[src/rtl/pll_seq_pkg.sv]
// Shared types and sizing helpers for the PLL lock sequencer.
package pll_seq_pkg;

    typedef enum logic [2:0] {
        ST_IDLE,
        ST_PLL_RST,
        ST_WAIT_LOCK,
        ST_STABLE,
        ST_REL_BYTE,
        ST_RUN,
        ST_FAIL
    } pll_seq_state_t;

    localparam int LOSS_CNT_W = 8;

    // Shared cycle counter must reach the largest terminal count; one spare bit of headroom.
    function automatic int cnt_width(input int a, input int b, input int c, input int d);
        int m;
        m = a;
        if (b > m) m = b;
        if (c > m) m = c;
        if (d > m) m = d;
        return $clog2(m) + 1;
    endfunction

endpackage

[src/rtl/pll_lock_sequencer_sync_2ff.sv]
// Two-flop synchronizer for a single asynchronous level, clears to 0 on synchronous reset.
module sync_2ff (
    input  logic clk,
    input  logic reset_n,
    input  logic d,
    output logic q
);

    logic meta;

    always_ff @(posedge clk) begin
        if (!reset_n) begin
            meta <= 1'b0;
            q    <= 1'b0;
        end else begin
            meta <= d;
            q    <= meta;
        end
    end

endmodule

[src/rtl/pll_lock_sequencer.sv]
// PLL reset/lock qualification sequencer with ordered byte/pixel domain reset release.
// Optional loss-of-lock counter built only when PLL_LOSS_CNT_EN is defined.
//
// state        | meaning
// IDLE         | waiting for enable, PLL held in reset
// PLL_RST      | PLL RST asserted for RST_CYCLES
// WAIT_LOCK    | waiting for synced lock, bounded by LOCK_TIMEOUT
// STABLE       | lock must hold for LOCK_STABLE consecutive cycles
// REL_BYTE     | byte domain released, RELEASE_GAP running
// RUN          | both domains released, watching for loss of lock
// FAIL         | retries exhausted, waits for enable low
module pll_lock_sequencer
    import pll_seq_pkg::*;
#(
    parameter int RST_CYCLES   = 16,
    parameter int LOCK_TIMEOUT = 4096,
    parameter int LOCK_STABLE  = 256,
    parameter int RELEASE_GAP  = 8,
    parameter int MAX_RETRY    = 3
) (
    input  logic                  clk,
    input  logic                  reset_n,
    input  logic                  enable,
    input  logic                  pll_lock,
    output logic                  pll_rst,
    output logic                  byte_rst_n,
    output logic                  pix_rst_n,
    output logic                  lock_ok,
    output logic                  fail,
    output logic [LOSS_CNT_W-1:0] loss_cnt
);

    localparam int CW = cnt_width(RST_CYCLES, LOCK_TIMEOUT, LOCK_STABLE, RELEASE_GAP);
    localparam int RW = $clog2(MAX_RETRY + 1);

    localparam logic [CW-1:0] RST_LAST    = CW'(RST_CYCLES - 1);
    localparam logic [CW-1:0] TO_LAST     = CW'(LOCK_TIMEOUT - 1);
    localparam logic [CW-1:0] STABLE_LAST = CW'(LOCK_STABLE - 1);
    localparam logic [CW-1:0] GAP_LAST    = CW'(RELEASE_GAP - 1);

    pll_seq_state_t state, state_nx;
    logic [CW-1:0]  cnt;
    logic [RW-1:0]  retry, retry_nx, retry_inc;
    logic           lock_s;

    sync_2ff u_lock_sync (
        .clk     (clk),
        .reset_n (reset_n),
        .d       (pll_lock),
        .q       (lock_s)
    );

    assign retry_inc = retry + RW'(1);

    always_comb begin
        state_nx = state;
        retry_nx = retry;
        if (!enable) begin
            state_nx = ST_IDLE;
        end else begin
            case (state)
                ST_IDLE: begin
                    state_nx = ST_PLL_RST;
                    retry_nx = '0;
                end
                ST_PLL_RST: begin
                    if (cnt == RST_LAST) state_nx = ST_WAIT_LOCK;
                end
                ST_WAIT_LOCK: begin
                    // Lock seen on the timeout cycle still wins.
                    if (lock_s) begin
                        state_nx = ST_STABLE;
                    end else if (cnt == TO_LAST) begin
                        retry_nx = retry_inc;
                        state_nx = (retry_inc == RW'(MAX_RETRY)) ? ST_FAIL : ST_PLL_RST;
                    end
                end
                ST_STABLE: begin
                    if (!lock_s)                 state_nx = ST_WAIT_LOCK;
                    else if (cnt == STABLE_LAST) state_nx = ST_REL_BYTE;
                end
                ST_REL_BYTE: begin
                    if (!lock_s)              state_nx = ST_PLL_RST;
                    else if (cnt == GAP_LAST) state_nx = ST_RUN;
                end
                ST_RUN: begin
                    if (!lock_s) begin
                        state_nx = ST_PLL_RST;
                        retry_nx = '0;
                    end
                end
                ST_FAIL:  state_nx = ST_FAIL;
                default:  state_nx = ST_IDLE;
            endcase
        end
    end

    // Outputs decode the next state so they are valid in the first cycle of each state.
    always_ff @(posedge clk) begin
        if (!reset_n) begin
            state      <= ST_IDLE;
            cnt        <= '0;
            retry      <= '0;
            pll_rst    <= 1'b1;
            byte_rst_n <= 1'b0;
            pix_rst_n  <= 1'b0;
            lock_ok    <= 1'b0;
            fail       <= 1'b0;
        end else begin
            state      <= state_nx;
            cnt        <= (state_nx != state) ? '0 : cnt + CW'(1);
            retry      <= retry_nx;
            pll_rst    <= (state_nx == ST_IDLE) || (state_nx == ST_PLL_RST) || (state_nx == ST_FAIL);
            byte_rst_n <= (state_nx == ST_REL_BYTE) || (state_nx == ST_RUN);
            pix_rst_n  <= (state_nx == ST_RUN);
            lock_ok    <= (state_nx == ST_RUN);
            fail       <= (state_nx == ST_FAIL);
        end
    end

`ifdef PLL_LOSS_CNT_EN
    logic                  loss_inc;
    logic [LOSS_CNT_W-1:0] loss_q;

    assign loss_inc = enable && (state == ST_RUN) && !lock_s;

    always_ff @(posedge clk) begin
        if (!reset_n) begin
            loss_q <= '0;
        end else if (loss_inc && (loss_q != '1)) begin
            loss_q <= loss_q + LOSS_CNT_W'(1);
        end
    end

    assign loss_cnt = loss_q;
`else
    assign loss_cnt = '0;
`endif

endmodule
[config.mk]
export PLATFORM = sky130hd
export DESIGN_NAME = pll_lock_sequencer
export DESIGN_NICKNAME = d
export VERILOG_FILES = /design/src/rtl/pll_seq_pkg.sv /design/src/rtl/pll_lock_sequencer_sync_2ff.sv /design/src/rtl/pll_lock_sequencer.sv
export SDC_FILE = /design/constraint.sdc
export NUM_CORES = 1
export LEC_CHECK = 0
export CAP_MARGIN = 5
export CORE_AREA = 2 2 64 66
export CTS_CLUSTER_DIAMETER = 30
export DETAILED_ROUTE_END_ITERATION = 7
export DIE_AREA = 0 0 66 68
export GPL_TIMING_DRIVEN = 0
export PLACE_DENSITY = 0.65
export SLEW_MARGIN = 20
export SYNTH_ARGS = -nofsm -noshare
export SYNTH_HDL_FRONTEND = slang
export SYNTH_SLANG_ARGS = --single-unit
[constraint.sdc]
create_clock -name clk -period 2.3 [get_ports clk]
set_input_delay 0.46 -clock clk [delete_from_list [all_inputs] [get_ports clk]]
set_output_delay 0.46 -clock clk [all_outputs]
set_load 0.01 [all_outputs]
==> run metrics, run 1 <==
final antenna diode count=0; DR vias=1,141; commonest cells after routing, fill and taps aside=24 x dfxtp_1, 13 x nand2_1, 12 x nor2_1; Top FF cell, synth=dfxtp_1; Buffers & Inverters on Critical Path=1; outcome=finished clean; Setup WS pre-CTS=0.0750 ns; final worst path period need=2.20 ns; vias in the first global route=963; layout net count=192; Fin Setup TNS=0 ns; worst skew pair latency=0.27 ns; first-pass GRT wire length=4.35 mm; CP Launch Type=register; worst r2r src=cnt[5]; Crit. Startpoint=cnt[5]; Layout Skew=0.00396 ns; total global routing overflow=0; layout cells sized above 1=21.7%; hpwl dp=2.04 mm; CTS root buf=clkbuf_8; CTS tree=done; distinct cell type count after synthesis=59; routed len/inst=11.5 microns; commonest non-fill, non-tap cell in the layout=dfxtp_1; share of the synthesized area in the top cell type=33.3%; critical path class=register to register; CTS Hold Bufs=0; Clock transition at path regs=0.08 ns; first drt pass iteration count=4; crit-path max FO=10; initial antenna violation count=0; Starting Density=37.4%; largest net degree at the start of global routing=13; WHS=0.436 ns; Fill cells=415; leak pwr=0.660 nW; RePlAce Congestion=0.858; f_max=455 MHz; clock tree buffer depth=2; Die Ht=68 microns; Core ar.=3860 sq um; die area=4490 sq um; YS warnings=0; post-synth top area cell=dfxtp_1; CP required=2.47 ns; CTS H-tree lvls=1; sequential cell area fraction in the yosys report=33.3%; gr usage total=12.7%; cell count after synthesis=166; PostCTS Resize Cnt=0; vias per cell=4.88; Final Hold Viols=0; Hold WC Path Type=register to register; Post-synth EDFFs=0; multi-input logic area=823 sq um; Worst path slowest cell=or4_4; Routed WL=2.69 mm; drt drc=0; DR iter-0 viols=87; clock buffers created by TritonCTS=3; Mapped Area=1440 sq um; setup ws final=0.102 ns; clk sinks=24; Power Density=442 nW/um^2; Synth Area per Inst=8.68 sq um; die boundary width=66 microns; Final ANT Viol Nets=0; Top delay family on crit path=simple AND/OR/NAND/NOR gates; max incr delay on CP=0.56 ns; worst path cell trace=or4_4 > o41a_1 > o32a_1 > nand4_2 > buf_6 > nor2_2; cell row count=23; maxcap violations=0; Area Growth Syn to Fin=14.6%; Yosys reg bits=24; RSZ-0062 raised after global routing=false; Boundary Pins=17; Reg area=480 sq um; CP arrival=2.36 ns; Synth async-reset ratio=0%; setup repair bufs after CTS=0; final setup violation count=0; Worst setup EP type=register; fin. max-slew vios=0; port buffer count=8; Worst Min Path Start=u_lock_sync.meta; part of the cycle the worst path needs=95.6%; dominant cells by area after synthesis=dfxtp_1 33%, buf_4 5.2%, nor2_2 4.3%, xnor2_1 4.3%, nand2_1 3.4%; Peak VDD IR=0.272 mV
-- synth_stat cells (all sizes together), types with 2 or more instances --
library cell	count
and4	3
and2	6
or3	3
nor3	3
o221ai	2
a21oi	4
nand3	3
mux2i	2
or2	2
inv	8
nand4	4
buf	14
a31oi	3
nor2	22
and3b	2
nor2b	2
xnor2	7
and2b	2
ha	2
o32a	2
and3	4
dfxtp	24
xor2	4
o21ai	3
nand2	14
or4	2
-- layer usage --
layer	GRT usage (%)	up-vias	part of all wire (%)
li1	-	601	-
met1	16.9	517	50
met2	19.7	19	45
met3	3.78	4	4.0
met4	4.08	0	0.74
met5	0	-	0
-- where the power goes --
part	total, mW	leakage, nW	switching, mW	internal, mW
Clock	0.246	0.0216	0.129	0.117
Combinational	0.0616	0.444	0.0327	0.0289
Sequential	0.423	0.194	0.00352	0.420
Total	0.731	0.660	0.165	0.566
-- metrics by stage --
| stage | util, % | cell area, sq um | instances | total power, mW |
|---|---|---|---|---|
| CTS | 42.8 | 1650 | 234 | 0.741 |
| detailed placement | 41.8 | 1610 | 231 | 0.494 |
| floorplan | - | 1470 | 173 | 0.479 |
| finish | 42.8 | 1650 | 234 | 0.731 |
| global placement | 41.8 | 1610 | 231 | 0.494 |
| global route | 42.8 | 1650 | 234 | 0.763 |
-- sequential cells by signal, indices dropped and copies added (netlist names) --
signal            flops
byte_rst_n            1
cnt                  13
fail                  1
lock_ok               1
pll_rst               1
retry                 2
state                 3
u_lock_sync.meta      1
u_lock_sync.q         1
-- final timing paths --
check | slack, ns | cells after the start | end
setup / recovery | 0.10 | 6 | cnt[9]
hold / removal | 0.44 | 1 | u_lock_sync.q
setup reg to reg | 0.10 | 6 | cnt[9]
hold reg to reg | 0.44 | 1 | u_lock_sync.q
-- kinds of logic (layout without fill, tap and decap cells) --
logic type	Yosys count	count (layout)	synth area share, %
mux	2	2	1.39
simple gates	78	78	32.9
xor+xnor	11	11	6.68
buf+inv	24	35	11.4
other cells	1	8	0.260
compound gates	24	24	12.3
flops	24	24	33.3
fa+ha+maj	2	2	1.74
-- cell type report --
class,count,share of cell area (%)
multi-input cells,125,49.8
flip-flops and latches,24,29.1
plain buffers,16,8.11
well taps,50,3.79
repair buffers,8,4.85
inverters,8,1.82
clock buffers,3,2.50
(Power assumes the default switching activity.)
==> run 2, diff against run 1 <==
--- a/config.mk
+++ b/config.mk
@@ -5,13 +5,15 @@
 export SDC_FILE = /design/constraint.sdc
 export NUM_CORES = 1
 export LEC_CHECK = 0
-export CAP_MARGIN = 5
+export CAP_MARGIN = 10
+export CELL_PAD_IN_SITES_DETAIL_PLACEMENT = 0
+export CELL_PAD_IN_SITES_GLOBAL_PLACEMENT = 1
 export CORE_AREA = 2 2 64 66
 export CTS_CLUSTER_DIAMETER = 30
 export DETAILED_ROUTE_END_ITERATION = 7
 export DIE_AREA = 0 0 66 68
 export GPL_TIMING_DRIVEN = 0
-export PLACE_DENSITY = 0.65
+export PLACE_DENSITY = 0.8
 export SLEW_MARGIN = 20
 export SYNTH_ARGS = -nofsm -noshare
 export SYNTH_HDL_FRONTEND = slang
==> run 2 against run 1 <==
Clock-buffer cell count is the same. Sequential cell count is the same. Worst hold slack gained 0.021 ns. Final cell count is the same. Non-clock buffer count is the same. Register-to-register slack gained 0.03 ns. Critical endpoint is now cnt[10]. Largest cell class unchanged. Maximum frequency grew 1.2%. Highest routed layer unchanged. Critical path type unchanged. Die area is the same. Clock power is essentially flat.
==> run metrics, run 2 (synthesized netlist as in run 1, its figures left out) <==
clock buffers created by TritonCTS=3 (unchanged); CTS H-tree lvls=1 (unchanged); Clock transition at path regs=0.09 ns (was 0.08 ns); final antenna diode count=0 (unchanged); Worst Setup EP=cnt[10] (was cnt[9]); CP Launch Type=register (unchanged); vias per cell=5.07 (was 4.88); total global routing overflow=0 (unchanged); Area Growth Syn to Fin=14.6% (unchanged); Setup WS pre-CTS=0.105 ns (was 0.0750 ns); fin area=1650 sq um (unchanged); DR vias=1,186 (was 1,141); die boundary width=66 microns (unchanged); setup repair bufs after CTS=0 (unchanged); Routed WL=2.94 mm (was 2.69 mm); critical path class=register to register (unchanged); Buffers & Inverters on Critical Path=1 (unchanged); final setup violation count=0 (unchanged); Top delay family on crit path=compound AO/OA/AOI/OAI gates (was simple AND/OR/NAND/NOR gates); Final Hold Viols=0 (unchanged); part of the cycle the worst path needs=94.4% (was 95.6%); setup ws final=0.129 ns (was 0.102 ns); multi-input logic area=823 sq um (unchanged); largest reg by FF count=cnt (unchanged); final worst path period need=2.17 ns (was 2.20 ns); worst path cell trace=or4_4 > o41a_1 > o32a_1 > nand4_2 > buf_6 > nor2_2 (unchanged); Largest register FFs=13 (unchanged); CTS Hold Bufs=0 (unchanged); r2r setup slk=0.13 ns (was 0.10 ns); CP required=2.46 ns (was 2.47 ns); f_max=461 MHz (was 455 MHz); RR Endpoint=cnt[10] (was cnt[9]); layout net count=192 (unchanged); PostCTS Resize Cnt=0 (unchanged); depth of the worst register-to-register path=6 (unchanged); DR iter-0 viols=116 (was 87); Fin Setup TNS=0 ns (unchanged); hpwl dp=2.30 mm (was 2.04 mm); cell row count=23 (unchanged); fin. max-slew vios=0 (unchanged); commonest non-fill, non-tap cell in the layout=dfxtp_1 (unchanged); Boundary Pins=17 (unchanged); first drt pass iteration count=4 (unchanged); initial antenna violation count=0 (unchanged); first-pass GRT wire length=5.19 mm (was 4.35 mm); worst skew pair latency=0.27 ns (about the same); Core Util, Final=42.8% (unchanged); CTS tree=done (unchanged); crit-path max FO=10 (unchanged); gr usage total=14.7% (was 12.7%); Core ar.=3860 sq um (unchanged); Critical Path Stages=6 (unchanged); CTS root buf=clkbuf_8 (unchanged); RePlAce Congestion=0.877 (was 0.858); Worst path slowest cell=or4_4 (unchanged); clock tree buffer depth=2 (unchanged); routed len/inst=12.6 microns (was 11.5 microns); Die Ht=68 microns (unchanged); Peak VDD IR=0.493 mV (was 0.272 mV); die area=4490 sq um (unchanged); vias in the first global route=1,167 (was 963); Worst setup EP type=register (unchanged); Top Registers=cnt (13), state (3), retry (2) (unchanged); largest net degree at the start of global routing=13 (unchanged); worst r2r src=cnt[5] (unchanged); Final ANT Viol Nets=0 (unchanged); Power Density=443 nW/um^2 (was 442 nW/um^2); commonest cells after routing, fill and taps aside=24 x dfxtp_1, 13 x nand2_1, 12 x nor2_1 (unchanged); port buffer count=8 (unchanged); Layout Skew=0.00969 ns (was 0.00396 ns); Reg area=480 sq um (unchanged); max incr delay on CP=0.56 ns (about the same); CP arrival=2.33 ns (was 2.36 ns); outcome=finished clean (unchanged); clk sinks=24 (unchanged); maxcap violations=0 (unchanged); Starting Density=37.4% (unchanged); layout cells sized above 1=21.7% (unchanged); dpl cell area=1610 sq um (unchanged); Hold WC Path Type=register to register (unchanged); Crit. Startpoint=cnt[5] (unchanged); Fill cells=393 (was 415); Final Power=0.732 mW (was 0.731 mW); leak pwr=0.660 nW (unchanged); drt drc=0 (unchanged); RSZ-0062 raised after global routing=false (unchanged)
==> run 2: cell counts in the layout (fill, tap and decap cells not counted) <==
No cell type changed its count.
==> run 2: power by group <==
part / leakage [nW] / internal [mW] / switching, mW
Clock: 0.0216 / 0.117 / 0.130
Sequential: 0.194 / 0.420 / 0.00368
Combinational: 0.444 / 0.0290 / 0.0331
==> run 2: worst min path at each step <==
stage,from,to,depth (start not counted)
after floorplan,u_lock_sync.meta,u_lock_sync.q,1
after global placement,u_lock_sync.meta,u_lock_sync.q,1
after detailed placement,u_lock_sync.meta,u_lock_sync.q,1
after CTS,u_lock_sync.meta,u_lock_sync.q,1
after global routing,u_lock_sync.meta,u_lock_sync.q,1
final,u_lock_sync.meta,u_lock_sync.q,1
==> run 2: metrics by stage <==
| step | hold WS [ns] | std cells |
|---|---|---|
| detailed placement | 0.438 | 231 |
| global route | 0.470 | 234 |
| floorplan | 0.412 | 173 |
| finish | 0.457 | 234 |
| global placement | 0.423 | 231 |
| CTS | 0.461 | 234 |
==> run 2: layout make-up <==
type | instances | share of cell area, %
Inverter | 8 | 1.82
Multi-Input combinational cell | 125 | 49.8
Clock buffer | 3 | 2.50
Tap cell | 50 | 3.79
Timing Repair Buffer | 8 | 4.85
Sequential cell | 24 | 29.1
Buffer | 16 | 8.11
==> run 2: layer usage <==
layer	track usage, %	part of all wire, %
met1	17.8	46
met2	27.5	49
met3	3.45	4.2
met4	1.53	0.85
met5	0	0
==> run 3, diff against run 2 <==
--- a/config.mk
+++ b/config.mk
@@ -8,13 +8,14 @@
 export CAP_MARGIN = 10
 export CELL_PAD_IN_SITES_DETAIL_PLACEMENT = 0
 export CELL_PAD_IN_SITES_GLOBAL_PLACEMENT = 1
-export CORE_AREA = 2 2 64 66
+export CORE_AREA = 2 2 63 65
 export CTS_CLUSTER_DIAMETER = 30
 export DETAILED_ROUTE_END_ITERATION = 7
-export DIE_AREA = 0 0 66 68
+export DIE_AREA = 0 0 65 67
 export GPL_TIMING_DRIVEN = 0
-export PLACE_DENSITY = 0.8
+export PLACE_DENSITY = 0.81
 export SLEW_MARGIN = 20
 export SYNTH_ARGS = -nofsm -noshare
 export SYNTH_HDL_FRONTEND = slang
+export SYNTH_HIERARCHICAL = 1
 export SYNTH_SLANG_ARGS = --single-unit
==> run 3 against run 2 <==
The run now ends with setup timing left. Power grew 8.9%. Worst hold slack lost 0.027 ns. Die area shrank 3.0%. Area after synthesis shrank 0.87%. First-iteration DRC count shrank 59%. Largest cell class unchanged.
==> run metrics, run 3 <==
CTS tree=done (unchanged); gr usage total=15.1% (was 14.7%); RePlAce Congestion=0.751 (was 0.877); f_max=431 MHz (was 461 MHz); Fill cells=334 (was 393); post-route insts no fill=236 (was 234); RR Endpoint=cnt[7] (was cnt[10]); CP required=2.50 ns (was 2.46 ns); layout net count=196 (was 192); crit-path max FO=5 (was 10); part of the power in registers=53.6% (was 57.8%); Yosys reg bits=24 (unchanged); multi-input logic area=967 sq um (was 823 sq um); CP arrival=2.52 ns (was 2.33 ns); share of the synthesized area in the top cell type=33.6% (was 33.3%); Logic pwr share=15.9% (was 8.5%); clk sinks=24 (unchanged); Inst Count DP=222 (was 231); final worst path period need=2.32 ns (was 2.17 ns); fin. max-slew vios=0 (unchanged); layout cells sized above 1=30.3% (was 21.7%); Worst setup EP type=register (unchanged); final antenna diode count=0 (unchanged); drt drc=0 (unchanged); leak pwr=0.654 nW (was 0.660 nW); Final Hold Viols=0 (unchanged); Mapped Area=1430 sq um (was 1440 sq um); WHS Path Cells=1 (unchanged); clock buffers created by TritonCTS=3 (unchanged); total net switching power=0.200 mW (was 0.167 mW); Starting Density=39.6% (was 37.4%); die area=4360 sq um (was 4490 sq um); CTS root buf=clkbuf_8 (unchanged); depth of the worst register-to-register path=8 (was 6); sequential cell area fraction in the yosys report=33.6% (was 33.3%); largest reg by FF count=cnt (unchanged); Top Registers=cnt (13), state (3), retry (2) (unchanged); first drt pass iteration count=4 (unchanged); worst r2r src=cnt[0] (was cnt[5]); total global routing overflow=0 (unchanged); Layout Skew=0.00666 ns (was 0.00969 ns); DR vias=1,177 (was 1,186); outcome=finished with violations (was finished clean); vias in the first global route=1,115 (was 1,167); Final ANT Viol Nets=0 (unchanged); relative slew slack=62.2%; power share of the clock group=30.6% (was 33.7%); failing checks=setup timing; vias per cell=4.99 (was 5.07); Routed WL=3.14 mm (was 2.94 mm); Hold WC Path Type=register to register (unchanged); first-pass GRT wire length=5.11 mm (was 5.19 mm); critical path class=register to register (unchanged); port buffer count=8 (unchanged); Fin Setup TNS=-0.0526 ns (was 0 ns); CTS H-tree lvls=1 (unchanged); switching share of power=25.1% (was 22.8%); Post-synth EDFFs=0 (unchanged); YS warnings=6 (was 0); DR iter-0 viols=47 (was 116); commonest non-fill, non-tap cell in the layout=dfxtp_1 (unchanged); P_int=0.598 mW (was 0.566 mW); r2r setup slk=-0.02 ns (was 0.13 ns); largest net degree at the start of global routing=13 (unchanged); Setup WS pre-CTS=-0.302 ns (was 0.105 ns); die boundary width=65 microns (was 66 microns); RSZ-0062 raised after global routing=true (was false); CP Launch Type=register (unchanged); final setup violation count=8 (was 0); post-synth top area cell=dfxtp_1 (unchanged); Least-Margin Pin Slew=0.563 ns; CTS Hold Bufs=0 (unchanged); WHS Endpoint=u_lock_sync/q (was u_lock_sync.q); routed len/inst=13.3 microns (was 12.6 microns); maxcap violations=0 (unchanged); Largest register FFs=13 (unchanged); Peak VDD IR=0.285 mV (was 0.493 mV); Core ar.=3610 sq um (was 3860 sq um); count leader, synth=dfxtp_1 (unchanged); Synth Area per Inst=8.99 sq um (was 8.68 sq um); Worst Min Path Start=u_lock_sync/meta (was u_lock_sync.meta); Area Growth Syn to Fin=29.9% (was 14.6%); distinct cell type count after synthesis=46 (was 59); worst skew pair latency=0.26 ns (was 0.27 ns); clock tree buffer depth=2 (unchanged); Core Util, Final=51.5% (was 42.8%); part of the cycle the worst path needs=101% (was 94.4%); commonest cells after routing, fill and taps aside=20 x dfxtp_1, 19 x buf_4, 13 x nand2_1 (was 24 x dfxtp_1, 13 x nand2_1, 12 x nor2_1); Reg area=485 sq um (was 480 sq um); Power Density=430 nW/um^2 (was 443 nW/um^2); cell count after synthesis=159 (was 166); dominant cells by area after synthesis=dfxtp_1 34%, nor3_2 7.0%, xnor2_1 5.5%, buf_4 4.7%, nand2_1 3.4% (was dfxtp_1 33%, buf_4 5.2%, nor2_2 4.3%, xnor2_1 4.3%, nand2_1 3.4%); initial antenna violation count=0 (unchanged); Top FF cell, synth=dfxtp_1 (unchanged); synth cell count leaders=24 x dfxtp_1, 13 x nand2_1, 10 x nor3_2 (was 24 x dfxtp_1, 13 x nand2_1, 12 x nor2_1); Clock transition at path regs=0.08 ns (was 0.09 ns); hpwl dp=2.17 mm (was 2.30 mm); Synth async-reset ratio=0% (unchanged); Boundary Pins=17 (unchanged); setup ws final=-0.0211 ns (was 0.129 ns); cell row count=22 (was 23); Die Ht=67 microns (was 68 microns)
## run 3: cell count changes in the layout (fill, tap and decap cells not counted), moves of 4 or more
cell,before,now
nor3_2,0,10
dfxtp_2,0,4
nand3_1,3,7
dfxtp_1,24,20
buf_4,10,19
nor2_2,10,0
## run 3: power by group through the flow
stage                     logic, mW  registers [mW]  clock network (mW)
after floorplan              0.0772           0.434                   0
after global placement       0.0939           0.435                   0
after detailed placement     0.0971           0.435                   0
after CTS                     0.119           0.427               0.253
after global routing          0.138           0.428               0.266
final                         0.126           0.427               0.244
## run 3: worst max-delay path: stages (launching register included)
cell	delay [ns]
dfxtp_2	0.36
ha_4	0.14
or4bb_4	0.46
nor4b_4	0.27
nand3_2	0.17
a221oi_4	0.37
xnor2_4	0.14
buf_6	0.16
nor3_4	0.17
## run 3: worst max-delay path by stage
| stage | start | endpoint | cells after the start |
|---|---|---|---|
| after floorplan | cnt[0] | cnt[10] | 7 |
| after global placement | cnt[0] | cnt[12] | 8 |
| after detailed placement | cnt[0] | cnt[7] | 8 |
| after CTS | cnt[1] | cnt[0] | 7 |
| after global routing | cnt[0] | cnt[7] | 8 |
| final | cnt[0] | cnt[7] | 8 |
## run 3: logic make-up (layout without fill, tap and decap cells)
group           after synthesis  in the layout  synth area share (%)
simple gates                 76             76                  35.3
flops                        24             24                  33.6
buf+inv                      22             44                  8.84
compound gates               19             19                  10.9
xor+xnor                     14             14                  8.58
fa+ha+maj                     2              2                  1.75
other cells                   1              8                 0.262
mux                           1              1                 0.701
## run 3: area by class of cell
class | count | area share (%)
multi-input combinational | 120 | 52.1
sequential | 24 | 26.1
timing repair buffer | 19 | 8.96
buffer | 16 | 6.13
tap | 48 | 3.23
clock buffer | 3 | 2.22
inverter | 6 | 1.21
## run 3: metrics by stage
| step | power [mW] | cell area (sq um) | hold slack, ns |
|---|---|---|---|
| final | 0.798 | 1860 | 0.430 |
| after global routing | 0.831 | 1860 | 0.463 |
| after CTS | 0.800 | 1770 | 0.436 |
| after detailed placement | 0.532 | 1610 | 0.417 |
| after global placement | 0.529 | 1610 | 0.414 |
| after floorplan | 0.511 | 1470 | 0.406 |
## run 3: metal layers
layer	vias up	share of wire (%)	track usage [%]
met5	-	0	0
met4	0	0.48	1.60
met3	2	2.9	4.05
met2	16	52	28.2
met1	554	44	17.6
li1	605	-	-
## run 3: what timing repair did
action,in CTS,in global routing
resized for setup,16,9
setup buffers,5,5
pin swaps,14,14
setup endpoints to repair,16,18
gates cloned,1,0
